**src/rtl/adder_pkg.sv**
```systemverilog
// Shared definitions for the bit-serial adder datapath: controller state
// encodings and the default word length used by the operand shift registers,
// the adder control FSM and the serial-to-parallel collector.
package adder_pkg;

  localparam int ADDER_WIDTH = 8;

  localparam logic [1:0] ST_IDLE  = 2'd0;
  localparam logic [1:0] ST_SHIFT = 2'd1;
  localparam logic [1:0] ST_HOLD  = 2'd2;

endpackage

```
**src/rtl/sipo_bit_counter.sv**
```systemverilog
// Accepted-bit counter for the serial collector. Counts enabled cycles,
// wraps to zero after the last bit of a word and flags the terminal count
// so the collector knows the current bit completes the word.
module sipo_bit_counter #(
  parameter int WIDTH = 8,
  parameter int CNT_W = $clog2(WIDTH)
) (
  input  logic clk,
  input  logic rst,
  input  logic clr,
  input  logic en,
  output logic tc
);

  localparam logic [CNT_W-1:0] LAST = CNT_W'(WIDTH - 1);

  logic [CNT_W-1:0] cnt_q;
  logic [CNT_W-1:0] cnt_d;

  assign tc = (cnt_q == LAST);

  // Next count: clear wins over enable; the last bit wraps back to zero.
  always_comb begin
    cnt_d = cnt_q;
    if (clr) begin
      cnt_d = '0;
    end else if (en) begin
      cnt_d = tc ? '0 : cnt_q + CNT_W'(1);
    end
  end

  // Count register.
  always_ff @(posedge clk or posedge rst) begin
    if (rst) begin
      cnt_q <= '0;
    end else begin
      cnt_q <= cnt_d;
    end
  end

endmodule

```
**src/rtl/sipo_collector.sv**
```systemverilog
// Serial-in/parallel-out collector. Gathers WIDTH bits LSB-first from the
// bit-serial adder and presents the assembled word with a valid/ready
// handshake. A pending word is never overwritten: bits arriving while it
// waits are dropped and flagged through the sticky overrun output.
module sipo_collector
  import adder_pkg::*;
#(
  parameter int WIDTH = ADDER_WIDTH,
  parameter int CNT_W = $clog2(WIDTH)
) (
  input  logic             clk,
  input  logic             rst,
  input  logic             start,
  input  logic             bit_in,
  input  logic             bit_valid,
  output logic [WIDTH-1:0] out,
  output logic             out_valid,
  input  logic             out_ready,
  output logic             busy,
  output logic             overrun
);

  logic [1:0]       state_q;
  logic [1:0]       state_d;
  // Only WIDTH-1 bits need storing: the final bit goes straight from bit_in
  // into the output word.
  logic [WIDTH-2:0] sreg_q;
  logic [WIDTH-2:0] sreg_d;
  logic [WIDTH-1:0] out_q;
  logic [WIDTH-1:0] out_d;
  logic [WIDTH-1:0] shifted;
  logic             overrun_q;
  logic             overrun_d;
  logic             cnt_clr;
  logic             cnt_en;
  logic             cnt_tc;

  assign shifted = {bit_in, sreg_q};

  sipo_bit_counter #(
    .WIDTH(WIDTH),
    .CNT_W(CNT_W)
  ) u_cnt (
    .clk(clk),
    .rst(rst),
    .clr(cnt_clr),
    .en (cnt_en),
    .tc (cnt_tc)
  );

  // Next-state logic: frame arming, bit shifting, word completion and handshake.
  always_comb begin
    state_d   = state_q;
    sreg_d    = sreg_q;
    out_d     = out_q;
    overrun_d = overrun_q;
    cnt_clr   = 1'b0;
    cnt_en    = 1'b0;
    case (state_q)
      ST_IDLE: begin
        if (start) begin
          sreg_d    = '0;
          cnt_clr   = 1'b1;
          overrun_d = 1'b0;
          state_d   = ST_SHIFT;
        end
      end
      ST_SHIFT: begin
        if (start) begin
          // Restart discards any partial word and the bit on this cycle.
          sreg_d    = '0;
          cnt_clr   = 1'b1;
          overrun_d = 1'b0;
        end else if (bit_valid) begin
          sreg_d = shifted[WIDTH-1:1];
          cnt_en = 1'b1;
          if (cnt_tc) begin
            out_d   = shifted;
            state_d = ST_HOLD;
          end
        end
      end
      ST_HOLD: begin
        if (bit_valid) begin
          overrun_d = 1'b1;
        end
        if (out_ready) begin
          if (start) begin
            sreg_d    = '0;
            cnt_clr   = 1'b1;
            overrun_d = 1'b0;
            state_d   = ST_SHIFT;
          end else begin
            state_d = ST_IDLE;
          end
        end
      end
      default: begin
        state_d = ST_IDLE;
      end
    endcase
  end

  // State, shift, output and overrun registers.
  always_ff @(posedge clk or posedge rst) begin
    if (rst) begin
      state_q   <= ST_IDLE;
      sreg_q    <= '0;
      out_q     <= '0;
      overrun_q <= 1'b0;
    end else begin
      state_q   <= state_d;
      sreg_q    <= sreg_d;
      out_q     <= out_d;
      overrun_q <= overrun_d;
    end
  end

  assign out       = out_q;
  assign out_valid = (state_q == ST_HOLD);
  assign busy      = (state_q == ST_SHIFT);
  assign overrun   = overrun_q;

endmodule

```
**config.mk**
```make
export PLATFORM = sky130hd
export DESIGN_NAME = sipo_collector
export DESIGN_NICKNAME = d
export VERILOG_FILES = /design/src/rtl/adder_pkg.sv /design/src/rtl/sipo_bit_counter.sv /design/src/rtl/sipo_collector.sv
export SDC_FILE = /design/constraint.sdc
export NUM_CORES = 1
export LEC_CHECK = 0
export ABC_AREA = 1
export BUFFER_PORTS_ARGS = -buffer_cell sky130_fd_sc_hd__buf_4
export CORE_MARGIN = 2
export CORE_UTILIZATION = 45
export CTS_BUF_LIST = sky130_fd_sc_hd__clkbuf_2
export DETAILED_ROUTE_END_ITERATION = 10
export PLACE_DENSITY = 0.67
export SYNTH_ARGS = -nofsm -noshare
export SYNTH_HDL_FRONTEND = slang
export SYNTH_SLANG_ARGS = --single-unit
```
**constraint.sdc**
```tcl
create_clock -name clk -period 1.68 [get_ports clk]
set_input_delay 0.504 -clock clk [delete_from_list [all_inputs] [get_ports clk]]
set_output_delay 0.504 -clock clk [all_outputs]
set_load 0.02 [all_outputs]
```
==> results.sh <==
export IMPL_min_period_over_period=0.952
export IMPL_gr_total_overflow=0
export IMPL_layout_min_cycle_time_ns=1.60
export IMPL_clk_pin_slew_ns=0.18
export IMPL_drt_initial_drc_count=7
export IMPL_post_cts_buffers=0
export IMPL_numCtsBuffers=3
export IMPL_cp_arrival_ns=1.10
export IMPL_top_usage_layer="met1"
export IMPL_post_route_util=0.571
export IMPL_boundaryPins=17
export IMPL_r2r_end="out[6]"
export IMPL_num_antenna_cells=0
export IMPL_critPathRequiredTime_ns=1.18
export IMPL_grt_util_met1=0.239
export IMPL_drc=0
export IMPL_viasPerCell=4.68
export IMPL_skew_ns=0.00711
export IMPL_setup_viol=0
export IMPL_r2r_start="u_cnt.cnt_q[0]"
export IMPL_drv_slew=0
export IMPL_wl_um=1700
export IMPL_grt_setup_unrepaired="no"
export IMPL_worstPathCellList="inv_2 > nor2_2 > buf_4"
export IMPL_coreArea_um2=1960
export IMPL_die_w_um=49.6
export IMPL_fmax_ghz=0.625
export IMPL_layout_drive_gt1_share=0.256
export IMPL_clockBufferDepth=2
export IMPL_first_pass_iters=4
export IMPL_total_power_w=0.000829
export IMPL_critPathSlowestCell="dfrtp_2"
export IMPL_vias=712
export IMPL_outcome="complete, no violations"
export IMPL_use_met2=0.227
export IMPL_netlist_area_um2=935
export IMPL_antenna_found_initial=0
export IMPL_ys_ff_latch=21
export IMPL_fin_hold_ws_ns=0.178
export IMPL_h_tree_depth=1
export IMPL_endpoint_kind="output pin"
export IMPL_worst_pin_slew_ns=0.494
export IMPL_netlist_instances=107
export IMPL_layout_commonest_cell="nand2_1"
export IMPL_yosysWarnings=0
export IMPL_yosysSeqAreaShare=0.562
export IMPL_critPathLaunchType="register"
export IMPL_crit_fanout=4
export IMPL_final_cell_mix="nand2_1 (42), dfrtp_1 (19), buf_4 (16)"
export IMPL_finalNetCount=134
export IMPL_synth_nets=115
export IMPL_start_util=0.476
export IMPL_syn_to_final_growth_pct=19.8
export IMPL_cts_sinks=21
export IMPL_drt_antenna_violating_nets=0
export IMPL_syn_area_per_cell_um2=8.74
export IMPL_ff2ff_setup_slack_ns=0.25
export IMPL_die_area_um2=2460
export IMPL_slew_headroom=0.670
export IMPL_hp_class="in2async"
export IMPL_grt_pass1_vias=680
export IMPL_gp_congestion=0.841
export IMPL_reg2regPathDepth=6
export IMPL_dp_hpwl_um=1250
export IMPL_final_hold_violation_count=0
export IMPL_peakVddDrop_mv=0.552
export IMPL_slowest_delay_ns=0.46
export IMPL_cap_violations=0
export IMPL_path_class="reg2out"
export IMPL_p_per_area_nw_per_um2=740
export IMPL_place_port_buffers=16
export IMPL_groute_usage_overall=0.164
export IMPL_yosysUniqueCellTypes=16
export IMPL_fp_dieH_um=49.6
export IMPL_grt_pass1_wl_um=3040
export IMPL_use_met3=0.0545
export IMPL_grt_max_degree=22
export IMPL_leakage_nw=0.643
export IMPL_core_rowCount=16
export IMPL_cts_root_buffer="clkbuf_2"
export IMPL_wl_per_cell_um=11.2
export IMPL_setup_tns_ns=0
export IMPL_clock_latency_ns=0.32
export IMPL_cts_tree="done"
export IMPL_postCtsHoldBufs=0
-- how the worst max path moves through the flow --
| stage | from | slack, ns | cells after the start | end |
|---|---|---|---|---|
| CTS | state_q[0] | -0.002 | 3 | busy |
| detailed placement | u_cnt.cnt_q[0] | 0.07 | 6 | out[6] |
| floorplan | u_cnt.cnt_q[0] | 0.37 | 5 | state_q[1] |
| global route | state_q[1] | 0.004 | 3 | out_valid |
| global placement | start | 0.16 | 6 | out[2] |
| finish | state_q[1] | 0.08 | 3 | out_valid |
-- cells by family after synthesis --
| logic type | share of synthesized area |
|---|---|
| AO/OA/AOI/OAI | 0.0669 |
| flip-flops | 0.562 |
| AND/OR/NAND/NOR | 0.299 |
| adder cells (fa/ha/maj) | 0.0268 |
| buffers and inverters | 0.0455 |
-- flip-flops by register name, indices dropped and copies added, names as in the netlist --
register,flops
out,8
sreg_q,7
state_q,2
overrun,1
u_cnt.cnt_q,3
-- stage by stage --
step	cells	setup slack, ns	cell area [um2]
floorplan	107	0.372	935
global placement	148	0.163	1080
detailed placement	148	0.0744	1080
CTS	152	-0.00185	1100
global route	152	0.00399	1120
finish	152	0.0804	1120
-- metal layers --
layer  part of all wire  vias up  wire length (um)
li1                   -      381                 -
met1               0.51      316               873
met2               0.43       10               732
met3              0.042        5                72
met4              0.012        0                20
met5                  0        -                 0
-- critical path, delay by kind of cell (launching register included) --
| family | cells | cell delay [ns] |
|---|---|---|
| flip-flops | 1 | 0.46 |
| buffers and inverters | 2 | 0.21 |
| AND/OR/NAND/NOR | 1 | 0.11 |
-- layout make-up --
| type | count | area, um2 |
|---|---|---|
| well taps | 27 | 33.8 |
| multi-input cells | 77 | 384 |
| clock buffers | 4 | 20.0 |
| repair buffers | 17 | 131 |
| inverters | 6 | 22.5 |
| fillers | 194 | 842 |
| flip-flops and latches | 21 | 528 |
-- power breakdown --
part / internal (W) / switching [W] / total (W)
sequential: 0.000519 / 0.0000109 / 0.000530
clock: 0.0000630 / 0.000146 / 0.000209
combinational: 0.0000304 / 0.0000599 / 0.0000902
total: 0.000612 / 0.000216 / 0.000829
-- synthesized netlist by cell type --
cell	count	area [um2]
inv_2	2	7.51
nor2_2	2	12.5
nand3b_1	1	7.51
dfrtp_1	21	526
nand2_1	42	158
nand3_1	12	60.1
inv_1	4	15.0
o21ai_0	11	55.1
nand2_2	1	6.26
buf_2	1	5.00
o211ai_1	1	7.51
nor2_8	1	20.0
ha_1	2	25.0
clkbuf_1	1	3.75
nor2_1	4	15.0
buf_6	1	11.3
-- what timing repair did --
item	CTS	global route
resized for setup	0	8
endpoints found under the setup margin	1	10
hold endpoints to repair	0	0
Note: power is estimated with default switching activity, not from simulation.
